**config.mk**
```make
export PLATFORM = sky130hd
export DESIGN_NAME = alu_sequencer
export DESIGN_NICKNAME = d
export VERILOG_FILES = /design/src/rtl/alu_ctrl_pkg.sv /design/src/rtl/alu_regfile.sv /design/src/rtl/alu_sequencer.sv
export SDC_FILE = /design/constraint.sdc
export NUM_CORES = 1
export LEC_CHECK = 0
export ABC_AREA = 1
export ABC_CLOCK_PERIOD_IN_PS = 2100
export BUFFER_PORTS_ARGS = -buffer_cell sky130_fd_sc_hd__buf_4
export CORE_MARGIN = 4
export CORE_UTILIZATION = 30
export CTS_BUF_LIST = sky130_fd_sc_hd__clkbuf_4 sky130_fd_sc_hd__clkbuf_8 sky130_fd_sc_hd__clkbuf_16
export DETAILED_ROUTE_END_ITERATION = 8
export GPL_TIMING_DRIVEN = 0
export PLACE_DENSITY_LB_ADDON = 0.2
export SYNTH_ARGS = -nofsm -noshare
export SYNTH_HDL_FRONTEND = slang
export SYNTH_HIERARCHICAL = 1
export SYNTH_SLANG_ARGS = --single-unit
```
**constraint.sdc**
```tcl
create_clock -name clock -period 2.1 [get_ports clock]
set_input_delay 0.21 -clock clock [delete_from_list [all_inputs] [get_ports clock]]
set_output_delay 0.21 -clock clock [all_outputs]
set_load 0.005 [all_outputs]
```
**src/rtl/alu_ctrl_pkg.sv**
```systemverilog
// rtl/alu_ctrl_pkg.sv - opcodes, FSM states, flag indices and opcode classification for the ALU sequencer
package alu_ctrl_pkg;

    localparam int DATA_W = 8;

    localparam logic [4:0] OP_NOP   = 5'b00000;
    localparam logic [4:0] OP_ADD   = 5'b00001;
    localparam logic [4:0] OP_AND   = 5'b00010;
    localparam logic [4:0] OP_SUB   = 5'b00011;
    localparam logic [4:0] OP_OR    = 5'b00100;
    localparam logic [4:0] OP_XOR   = 5'b00101;
    localparam logic [4:0] OP_MOV   = 5'b00110;
    localparam logic [4:0] OP_ADC   = 5'b00111;
    localparam logic [4:0] OP_NOT   = 5'b01000;
    localparam logic [4:0] OP_SAR   = 5'b01001;
    localparam logic [4:0] OP_SLR   = 5'b01010;
    localparam logic [4:0] OP_SAL   = 5'b01011;
    localparam logic [4:0] OP_SLL   = 5'b01100;
    localparam logic [4:0] OP_ROL   = 5'b01101;
    localparam logic [4:0] OP_ROR   = 5'b01110;
    localparam logic [4:0] OP_LDI   = 5'b10000;
    localparam logic [4:0] OP_SHOWR = 5'b11111;

    localparam int FLAG_CF = 3;
    localparam int FLAG_ZF = 2;
    localparam int FLAG_SF = 1;
    localparam int FLAG_OF = 0;

    typedef enum logic [1:0] {
        ST_IDLE = 2'd0,
        ST_READ = 2'd1,
        ST_EXEC = 2'd2,
        ST_WB   = 2'd3
    } state_t;

    typedef struct packed {
        logic writes_reg;
        logic writes_flags;
        logic uses_alu;
        logic illegal;
    } op_class_t;

    // Anything not explicitly listed (including the unused 01111) is treated as unsupported.
    function automatic op_class_t classify_op(input logic [4:0] op);
        op_class_t c;
        c = '0;
        case (op)
            OP_NOP, OP_SHOWR: c.illegal = 1'b0;
            OP_ADD, OP_AND, OP_SUB, OP_OR, OP_XOR, OP_ADC,
            OP_SAR, OP_SLR, OP_SAL, OP_SLL, OP_ROL, OP_ROR: begin
                c.writes_reg   = 1'b1;
                c.writes_flags = 1'b1;
                c.uses_alu     = 1'b1;
            end
            OP_MOV, OP_NOT: begin
                c.writes_reg = 1'b1;
                c.uses_alu   = 1'b1;
            end
            OP_LDI: c.writes_reg = 1'b1;
            default: c.illegal = 1'b1;
        endcase
        return c;
    endfunction

endpackage

```
**src/rtl/alu_regfile.sv**
```systemverilog
// rtl/alu_regfile.sv - 8x8 register file, two asynchronous read ports, one synchronous write port
module alu_regfile
    import alu_ctrl_pkg::*;
#(
    parameter int NREGS = 8
) (
    input  logic              clock,
    input  logic              reset_n,
    input  logic [2:0]        rd_addr_a,
    output logic [DATA_W-1:0] rd_data_a,
    input  logic [2:0]        rd_addr_b,
    output logic [DATA_W-1:0] rd_data_b,
    input  logic              wr_en,
    input  logic [2:0]        wr_addr,
    input  logic [DATA_W-1:0] wr_data
);

    logic [DATA_W-1:0] regs [NREGS];

    // Register storage: cleared on reset, one write per cycle.
    always_ff @(posedge clock or negedge reset_n) begin
        if (!reset_n) begin
            for (int i = 0; i < NREGS; i++) begin
                regs[i] <= '0;
            end
        end else if (wr_en) begin
            regs[wr_addr] <= wr_data;
        end
    end

    assign rd_data_a = regs[rd_addr_a];
    assign rd_data_b = regs[rd_addr_b];

endmodule

```
**src/rtl/alu_sequencer.sv**
```systemverilog
// rtl/alu_sequencer.sv - single-issue ALU sequencer; optional retired counter under INSTR_COUNT_EN
module alu_sequencer
    import alu_ctrl_pkg::*;
#(
    parameter int ALU_LAT = 1,
    parameter int NREGS   = 8
) (
    input  logic        clock,
    input  logic        reset_n,
    input  logic        instr_valid,
    output logic        instr_ready,
    input  logic [4:0]  instr_op,
    input  logic [2:0]  instr_dst,
    input  logic [2:0]  instr_src,
    input  logic [2:0]  instr_im,
    input  logic [7:0]  instr_data,
    output logic [7:0]  alu_in1,
    output logic [7:0]  alu_in2,
    output logic [2:0]  alu_im,
    output logic [4:0]  alu_op,
    input  logic [7:0]  alu_res,
    input  logic        alu_cf,
    input  logic        alu_zf,
    input  logic        alu_sf,
    input  logic        alu_of,
    output logic [3:0]  flags,
    output logic        done,
    output logic        illegal,
`ifdef INSTR_COUNT_EN
    output logic [15:0] retired_count,
`endif
    output logic        show_valid,
    output logic [7:0]  show_data
);

    localparam logic [3:0] LAT_INIT = 4'(ALU_LAT - 1);

    state_t     state;
    state_t     next_state;
    logic [4:0] op_q;
    logic [2:0] dst_q;
    logic [2:0] src_q;
    logic [2:0] im_q;
    logic [7:0] data_q;
    logic [3:0] lat_cnt;
    logic [7:0] rd_a;
    logic [7:0] rd_b;
    logic       wr_en;
    logic [7:0] wr_data;
    logic       accept;
    op_class_t  cls;

    assign cls     = classify_op(op_q);
    assign accept  = (state == ST_IDLE) && instr_ready && instr_valid;
    assign wr_en   = (state == ST_WB) && cls.writes_reg;
    assign wr_data = (op_q == OP_LDI) ? data_q : alu_res;

    alu_regfile #(
        .NREGS(NREGS)
    ) u_regfile (
        .clock     (clock),
        .reset_n   (reset_n),
        .rd_addr_a (dst_q),
        .rd_data_a (rd_a),
        .rd_addr_b (src_q),
        .rd_data_b (rd_b),
        .wr_en     (wr_en),
        .wr_addr   (dst_q),
        .wr_data   (wr_data)
    );

    // FSM state register.
    always_ff @(posedge clock or negedge reset_n) begin
        if (!reset_n) begin
            state <= ST_IDLE;
        end else begin
            state <= next_state;
        end
    end

    // Next-state: ALU ops wait out the latency in EXEC, everything else goes straight to WB.
    always_comb begin
        next_state = state;
        case (state)
            ST_IDLE: if (accept) next_state = ST_READ;
            ST_READ: next_state = cls.uses_alu ? ST_EXEC : ST_WB;
            ST_EXEC: if (lat_cnt == 4'd0) next_state = ST_WB;
            ST_WB:   next_state = ST_IDLE;
            default: next_state = ST_IDLE;
        endcase
    end

    // Datapath: instruction latch, ALU drive, latency counter, flags and retire pulses.
    always_ff @(posedge clock or negedge reset_n) begin
        if (!reset_n) begin
            instr_ready <= 1'b0;
            op_q        <= OP_NOP;
            dst_q       <= '0;
            src_q       <= '0;
            im_q        <= '0;
            data_q      <= '0;
            lat_cnt     <= '0;
            alu_in1     <= '0;
            alu_in2     <= '0;
            alu_im      <= '0;
            alu_op      <= OP_NOP;
            flags       <= '0;
            done        <= 1'b0;
            illegal     <= 1'b0;
            show_valid  <= 1'b0;
            show_data   <= '0;
        end else begin
            instr_ready <= (next_state == ST_IDLE);
            done        <= 1'b0;
            illegal     <= 1'b0;
            show_valid  <= 1'b0;
            if (accept) begin
                op_q   <= instr_op;
                dst_q  <= instr_dst;
                src_q  <= instr_src;
                im_q   <= instr_im;
                data_q <= instr_data;
            end
            case (state)
                ST_READ: begin
                    alu_in1 <= rd_a;
                    alu_in2 <= rd_b;
                    alu_im  <= im_q;
                    alu_op  <= cls.uses_alu ? op_q : OP_NOP;
                    lat_cnt <= LAT_INIT;
                end
                ST_EXEC: begin
                    if (lat_cnt != 4'd0) lat_cnt <= lat_cnt - 4'd1;
                end
                ST_WB: begin
                    done    <= 1'b1;
                    illegal <= cls.illegal;
                    alu_op  <= OP_NOP;
                    if (op_q == OP_SHOWR) begin
                        show_valid <= 1'b1;
                        show_data  <= rd_a;
                    end
                    if (cls.writes_flags) begin
                        flags[FLAG_CF] <= alu_cf;
                        flags[FLAG_ZF] <= alu_zf;
                        flags[FLAG_SF] <= alu_sf;
                        flags[FLAG_OF] <= alu_of;
                    end
                end
                default: ;
            endcase
        end
    end

`ifdef INSTR_COUNT_EN
    // Retired-instruction counter; illegal opcodes do not count, wraps naturally.
    always_ff @(posedge clock or negedge reset_n) begin
        if (!reset_n) begin
            retired_count <= '0;
        end else if ((state == ST_WB) && !cls.illegal) begin
            retired_count <= retired_count + 16'd1;
        end
    end
`endif

endmodule

```
==> impl_metrics.toml, run 1 <==
[run_status]
status = "completed"

[grt]
grt_max_degree = 71
grt_pass1_wl_mm = 32.7
grt_busiest_layer = "met2"
grt_pass1_vias = 5922
grtUsageMet1 = 0.248
grt-ovfl-total = 0
antenna_found_initial = 0
grt_usage = 0.169
grt_use_met2 = 0.248
grtUsageMet3 = 0.0375

[power_and_ir_drop]
p_leak_uw = 0.00481
pwr-share-seq = 0.311
power_frac_comb = 0.459
pwr_density_cell_nw_per_um2 = 1550
total_power_uw = 14100
clkPwrFrac = 0.231
ir_drop_v = 0.000610
swShare = 0.419
switching_power_uw = 5890
internal-power_uw = 8180

[route]
drt-initial-drc-count = 376
drt_wl_total_mm = 20.9
drc = 0
dr.pass1.iters = 5
vias = 6149
postRouteAntennaNets = 0
vias_per_cell = 4.69
wl_per_cell_um = 15.9

[cells_and_area]
n_antenna_cell = 0
final_nets = 1060
drive_gt1_frac = 0.278
syn2layout_area_growth_pct = 33.9

[placement]
place_hpwl_mm = 15.0
post-place-ws_ns = -0.473
io_buffers = 76
gp_congestion = 0.935

[worst_setup_path]
end_kind = "flip-flop"
cp.arrival_ns = 2.37
r2r_end = "u_regfile/regs[45]"
rr_startpoint = "op_q[1]"
setup.worst_path.end = "u_regfile/regs[45]"
startpoint_type = "flip-flop"
crit_required_ns = 2.40
critPathLaunch = "op_q[1]"
r2r_slack_ns = 0.03
rr_worst_depth = 15
path_class = "reg2reg"
cp_max_fo = 8

[floorplanning]
dieArea_um2 = 25100
start_util = 0.309
rows = 54
core_area_um2 = 22000
die_y_um = 159
ios = 77
die_x_um = 159

[synth]
seq_area_frac_synth = 0.486
syn_area_um2 = 6800
yosys_warnings = 6
yosysTopAreaCellShare = 0.486
synth_fp_nets = 932
synth_largest_area_cell = "dfrtp_1"
synth_cells = 890
ys_types = 31
ys_ff_latch = 132
synth_edf_count = 0
yosys-top-cells-area = "dfrtp_1 (49%), nand2_1 (20%), nand3_1 (6.1%)"
yosysMostFrequentCell = "nand2_1"
ys_async_sr_fraction = 1.00
netlist_top_cells_count = "nand2_1 (355), dfrtp_1 (132), inv_1 (110)"
synth_flop_cell = "dfrtp_1"
syn_area_per_cell_um2 = 7.64

[clocking]
cts.sinks = 132
cts_buffers = 17
insertion_delay_ns = 0.42
clk_pin_slew_ns = 0.06
cts-htree-levels = 4
cts_tree = "built"
cts_root_buffer = "clkbuf_16"
clock_path_buffers = 2

[timing]
timing_hold_violations_final = 0
hold_ws_ns = 0.0156
setup_viol = 0
slew_headroom = 0.471
skew_ns = 0.0145
fin_crit_sh = 0.986
post-route-min-period_ns = 2.07
max_slew.worst_pin.slew_ns = 0.790
fmax_mhz = 483
rsz0062_at_grt = "yes"
drv_slew = 0
setup_slack_ns = 0.0297

[worst_hold_path]
min_from = "instr_data[0]"
min_path_type = "in2reg"

[run]
cap_viol_max_count = 0
## worst max-delay path, cell delays in order, from the launching register on
cell	delay (ns)
dfrtp_1	0.37
buf_6	0.14
nor2_2	0.15
nand3_1	0.11
nand2_1	0.09
a21oi_2	0.04
nand3b_1	0.12
o21ai_1	0.07
inv_1	0.13
inv_2	0.05
nor2_4	0.12
buf_12	0.16
nand2_8	0.08
buf_6	0.19
nand2_1	0.05
o21ai_1	0.06
## flip-flops by register name, indices dropped and copies added, names as in the netlist, 4 cells and up
register	count
alu_in1	8
u_regfile/regs	64
show_data	8
alu_in2	8
alu_op	5
op_q	5
data_q	8
flags	4
lat_cnt	4
## cells in the final DEF (no fill, tap or decap), types with 12 or more instances in the layout
cell	n
buf_4	92
o21ai_1	29
o21ai_2	32
clkbuf_16	18
dfrtp_1	128
nor2_1	16
inv_1	96
nand3_1	80
buf_2	14
mux2_2	25
clkbuf_1	12
nand2_1	330
o21ai_0	26
buf_6	19
nand2_2	20
## per-layer routing
metal / vias to the layer above / wire (µm) / share of wire
li1: 3046 / - / -
met1: 2926 / 10200 / 0.49
met2: 156 / 9150 / 0.44
met3: 21 / 1230 / 0.059
met4: 0 / 303 / 0.015
met5: - / 0 / 0
## power by group through the flow
stage	clock network (µW)	registers [µW]	logic, µW
2_1_floorplan	0	4200	3820
3_3_place_gp	0	4320	5830
3_5_place_dp	0	4340	5870
4_1_cts	3310	4340	6060
5_1_grt	3430	4520	7290
6_report	3250	4370	6450
## worst min-delay path by stage
stage,to,cells after the start
after floorplan,alu_im[0],0
after global placement,data_q[5],2
after detailed placement,u_regfile/regs[46],1
after CTS,data_q[3],2
after global routing,data_q[0],2
final,data_q[0],2
## cell families (layout without fill, tap and decap cells)
| logic type | count (synthesis) | after routing | synth area share |
|---|---|---|---|
| simple gates | 477 | 477 | 0.289 |
| buf+inv | 151 | 292 | 0.0941 |
| flops | 132 | 132 | 0.486 |
| compound gates | 98 | 98 | 0.0775 |
| mux | 25 | 25 | 0.0414 |
| fa+ha+maj | 5 | 5 | 0.00920 |
| xor+xnor | 2 | 2 | 0.00258 |
## cell type report
class / count / area (µm²)
inverter: 111 / 457
clock inverter: 12 / 178
clock buffer: 20 / 460
timing repair buffer: 110 / 937
tap: 280 / 350
sequential: 132 / 3310
fill: 2264 / 12900
multi-input combinational: 607 / 3160
buffer: 39 / 248
## per-stage QoR
step	TNS [ns]	instance area [µm²]	instances	utilization
after CTS	0	8620	1292	0.391
after detailed placement	-20.75	7750	1247	0.352
after global placement	-20.85	7720	1246	0.350
final	0	9100	1311	0.413
after global routing	-2.15	9100	1311	0.413
after floorplan	0	6800	890	-
## timing repair
item	in CTS	in global routing
gates resized for setup	38	138
buffers inserted	9	15
hold buffers	3	0
pin swaps	8	8
cloned	1	5
endpoints found under the hold margin	64	0
setup endpoints to repair	64	72
(Power assumes the default switching activity.)
==> inputs of run 2 (changes only) <==
- ABC_CLOCK_PERIOD_IN_PS: 2100 -> 2500
- SYNTH_HIERARCHICAL: 1 -> default
- clock period: 2.1 -> 2.5 ns (I/O delays scaled with it)
==> run 2 against run 1 <==
Effect of this change:
- sequential share of layout area grew 4.1 points
- die area shrank 2.4%
- core utilization shrank 3.7 points
- worst setup slack gained 0.22 ns
- critical path type unchanged
- critical endpoint is now op_q[0]
==> impl_metrics.toml, run 2 <==
[run_status]
status = "completed"

[synth]
yosys_warnings = 0
seq_area_frac_synth = 0.499
ys_types = 37
yosysMostFrequentCell = "nand2_1"
yosysTopAreaCellShare = 0.499
ys_ff_latch = 132
syn_area_per_cell_um2 = 8.14
netlist_top_cells_count = "nand2_1 (276), dfrtp_1 (132), nand4_1 (70)"
synth_flop_cell = "dfrtp_1"
yosys-top-cells-area = "dfrtp_1 (50%), nand2_1 (16%), nand4_1 (6.6%)"
synth_largest_area_cell = "dfrtp_1"
synth_edf_count = 0
synth_cells = 814
ys_async_sr_fraction = 1.00
synth_fp_nets = 857
syn_area_um2 = 6620

[timing]
max_slew.worst_pin.slew_ns = 0.687
rsz0062_at_grt = "no"
skew_ns = 0.0190
timing_hold_violations_final = 0
fin_crit_sh = 0.901
post-route-min-period_ns = 2.25
slew_headroom = 0.542
drv_slew = 0
fin_setup_tns_ns = 0
fmax_mhz = 444
setup_slack_ns = 0.246
setup_viol = 0
hold_ws_ns = 0.0585

[worst_setup_path]
critPathBufInv = 3
critPathLaunch = "state[0]"
crit_required_ns = 2.78
cp_max_fo = 10
critPathMaxStageDelay_ns = 0.48
startpoint_type = "flip-flop"
cp.arrival_ns = 2.53
rr_startpoint = "state[0]"
r2r_end = "op_q[0]"
crit_slowest_cell = "clkbuf_1"
r2r_slack_ns = 0.25
path_class = "reg2reg"
rr_worst_depth = 6
cp_top_family = "buffers and inverters"
cp_cell_sequence = "inv_1 > ha_1 > nand3_1 > clkbuf_2 > clkbuf_1 > a21oi_1"
end_kind = "flip-flop"

[clocking]
cts_tree = "built"
insertion_delay_ns = 0.43
cts.sinks = 132
clock_path_buffers = 2
clk_pin_slew_ns = 0.06
cts_buffers = 17
cts_root_buffer = "clkbuf_16"
cts-htree-levels = 4

[cells_and_area]
fin_util = 0.376
n_antenna_cell = 0
syn2layout_area_growth_pct = 23.4
largest_register_ffs = 64
top_register = "u_regfile.regs"
layout_commonest_cell = "nand2_1"
drive_gt1_frac = 0.170
final_nets = 954
most-common-layout-cells = "nand2_1 (276), dfrtp_1 (132), buf_4 (75), nand4_1 (70), o21ai_0 (50)"
nFillCells = 2274

[grt]
grt-ovfl-total = 0
grt_max_degree = 68
grt_usage = 0.184
grt_pass1_vias = 5973
antenna_found_initial = 0
grt_pass1_wl_mm = 34.4

[power_and_ir_drop]
swShare = 0.436
internal-power_uw = 6190
ir_drop_v = 0.000598
switching_power_uw = 4780
power_frac_comb = 0.439
clkPwrFrac = 0.227
pwr-share-seq = 0.334
p_leak_uw = 0.00398
pwr_density_cell_nw_per_um2 = 1340

[route]
vias_per_cell = 5.12
dr.pass1.iters = 5
postRouteAntennaNets = 0
drt-initial-drc-count = 597
drc = 0
vias = 6166
drt_wl_total_mm = 21.9
wl_per_cell_um = 18.2

[floorplanning]
die_y_um = 157
core_area_um2 = 21800
dieArea_um2 = 24500
die_x_um = 157
ios = 77
start_util = 0.304
rows = 54

[worst_hold_path]
min_path_type = "in2reg"
min_from = "alu_zf"
holdPathEnd = "flags[2]"
hold_path_depth = 3

[placement]
gp_congestion = 0.939
io_buffers = 76
post-place-ws_ns = 0.0263
place_hpwl_mm = 15.8

[run]
cap_viol_max_count = 0
==> run 2: changes by cell type after synthesis, moves of 11 or more <==
cell / previous run / this run
nand2_1: 355 / 276
nand4_1: 2 / 70
inv_1: 110 / 46
nand3_1: 83 / 37
a21oi_1: 7 / 34
o21ai_0: 75 / 50
nor2_1: 21 / 45
mux2_2: 25 / 9
clkbuf_1: 13 / 24
==> run 2: through the flow <==
| stage | power (µW) | instances | cell area (µm²) |
|---|---|---|---|
| after CTS | 11000 | 1204 | 8170 |
| after detailed placement | 8460 | 1171 | 7570 |
| after global routing | 11800 | 1204 | 8170 |
| after global placement | 8410 | 1170 | 7540 |
| after floorplan | 6470 | 814 | 6620 |
| final | 11000 | 1204 | 8170 |
==> run 2: final cells by class <==
type	count	area, µm²	share of cell area
flip-flops and latches	132	3300	0.404
multi-input cells	583	2880	0.352
plain buffers	44	235	0.0288
clock buffers	19	453	0.0554
repair buffers	78	612	0.0749
well taps	280	350	0.0429
clock inverters	13	134	0.0164
inverters	55	206	0.0253
==> run 2: worst max path at each step <==
stage,endpoint,slack (ns),depth (start not counted)
2_1_floorplan,src_q[2],0.80,6
3_3_place_gp,u_regfile.regs[4],0.06,6
3_5_place_dp,src_q[2],0.03,6
4_1_cts,dst_q[2],0.02,6
5_1_grt,dst_q[2],0.06,6
6_report,op_q[0],0.25,6
==> run 2: routing by layer <==
metal | vias to the layer above | track usage | share of wire
li1 | 2939 | - | -
met5 | - | 0 | 0
met1 | 2973 | 0.264 | 0.47
met4 | 0 | 0.0562 | 0.013
met2 | 229 | 0.277 | 0.45
met3 | 25 | 0.0409 | 0.073
==> run 2: logic make-up after synthesis <==
family	after synthesis	synth area share
AOI/OAI and AO/OA	121	0.108
adders and majority gates	6	0.0113
buffers and inverters	99	0.0663
DFF	132	0.499
and+or+nand+nor	446	0.299
xor gates and xnor gates	1	0.00132
muxes	9	0.0153
==> run 2: timing repair <==
action,4_1_cts,5_1_grt
hold buffers,1,0
setup buffers,0,0
endpoints found under the hold margin,65,0
endpoints found under the setup margin,0,42
resized for setup,0,4
==> run 2: worst reg2reg max path, cell delays in order, from the launching register on <==
cell and delay, ns:
dfrtp_1 0.38, inv_1 0.09, ha_1 0.23, nand3_1 0.40, clkbuf_2 0.38, clkbuf_1 0.49, a21oi_1 0.15
==> run 2: power groups by stage <==
stage | Sequential (µW) | Clock [µW] | Combinational [µW]
6_report | 3660 | 2490 | 4820
5_1_grt | 3750 | 2650 | 5350
4_1_cts | 3650 | 2550 | 4800
3_5_place_dp | 3670 | 0 | 4790
3_3_place_gp | 3670 | 0 | 4740
2_1_floorplan | 3470 | 0 | 3000
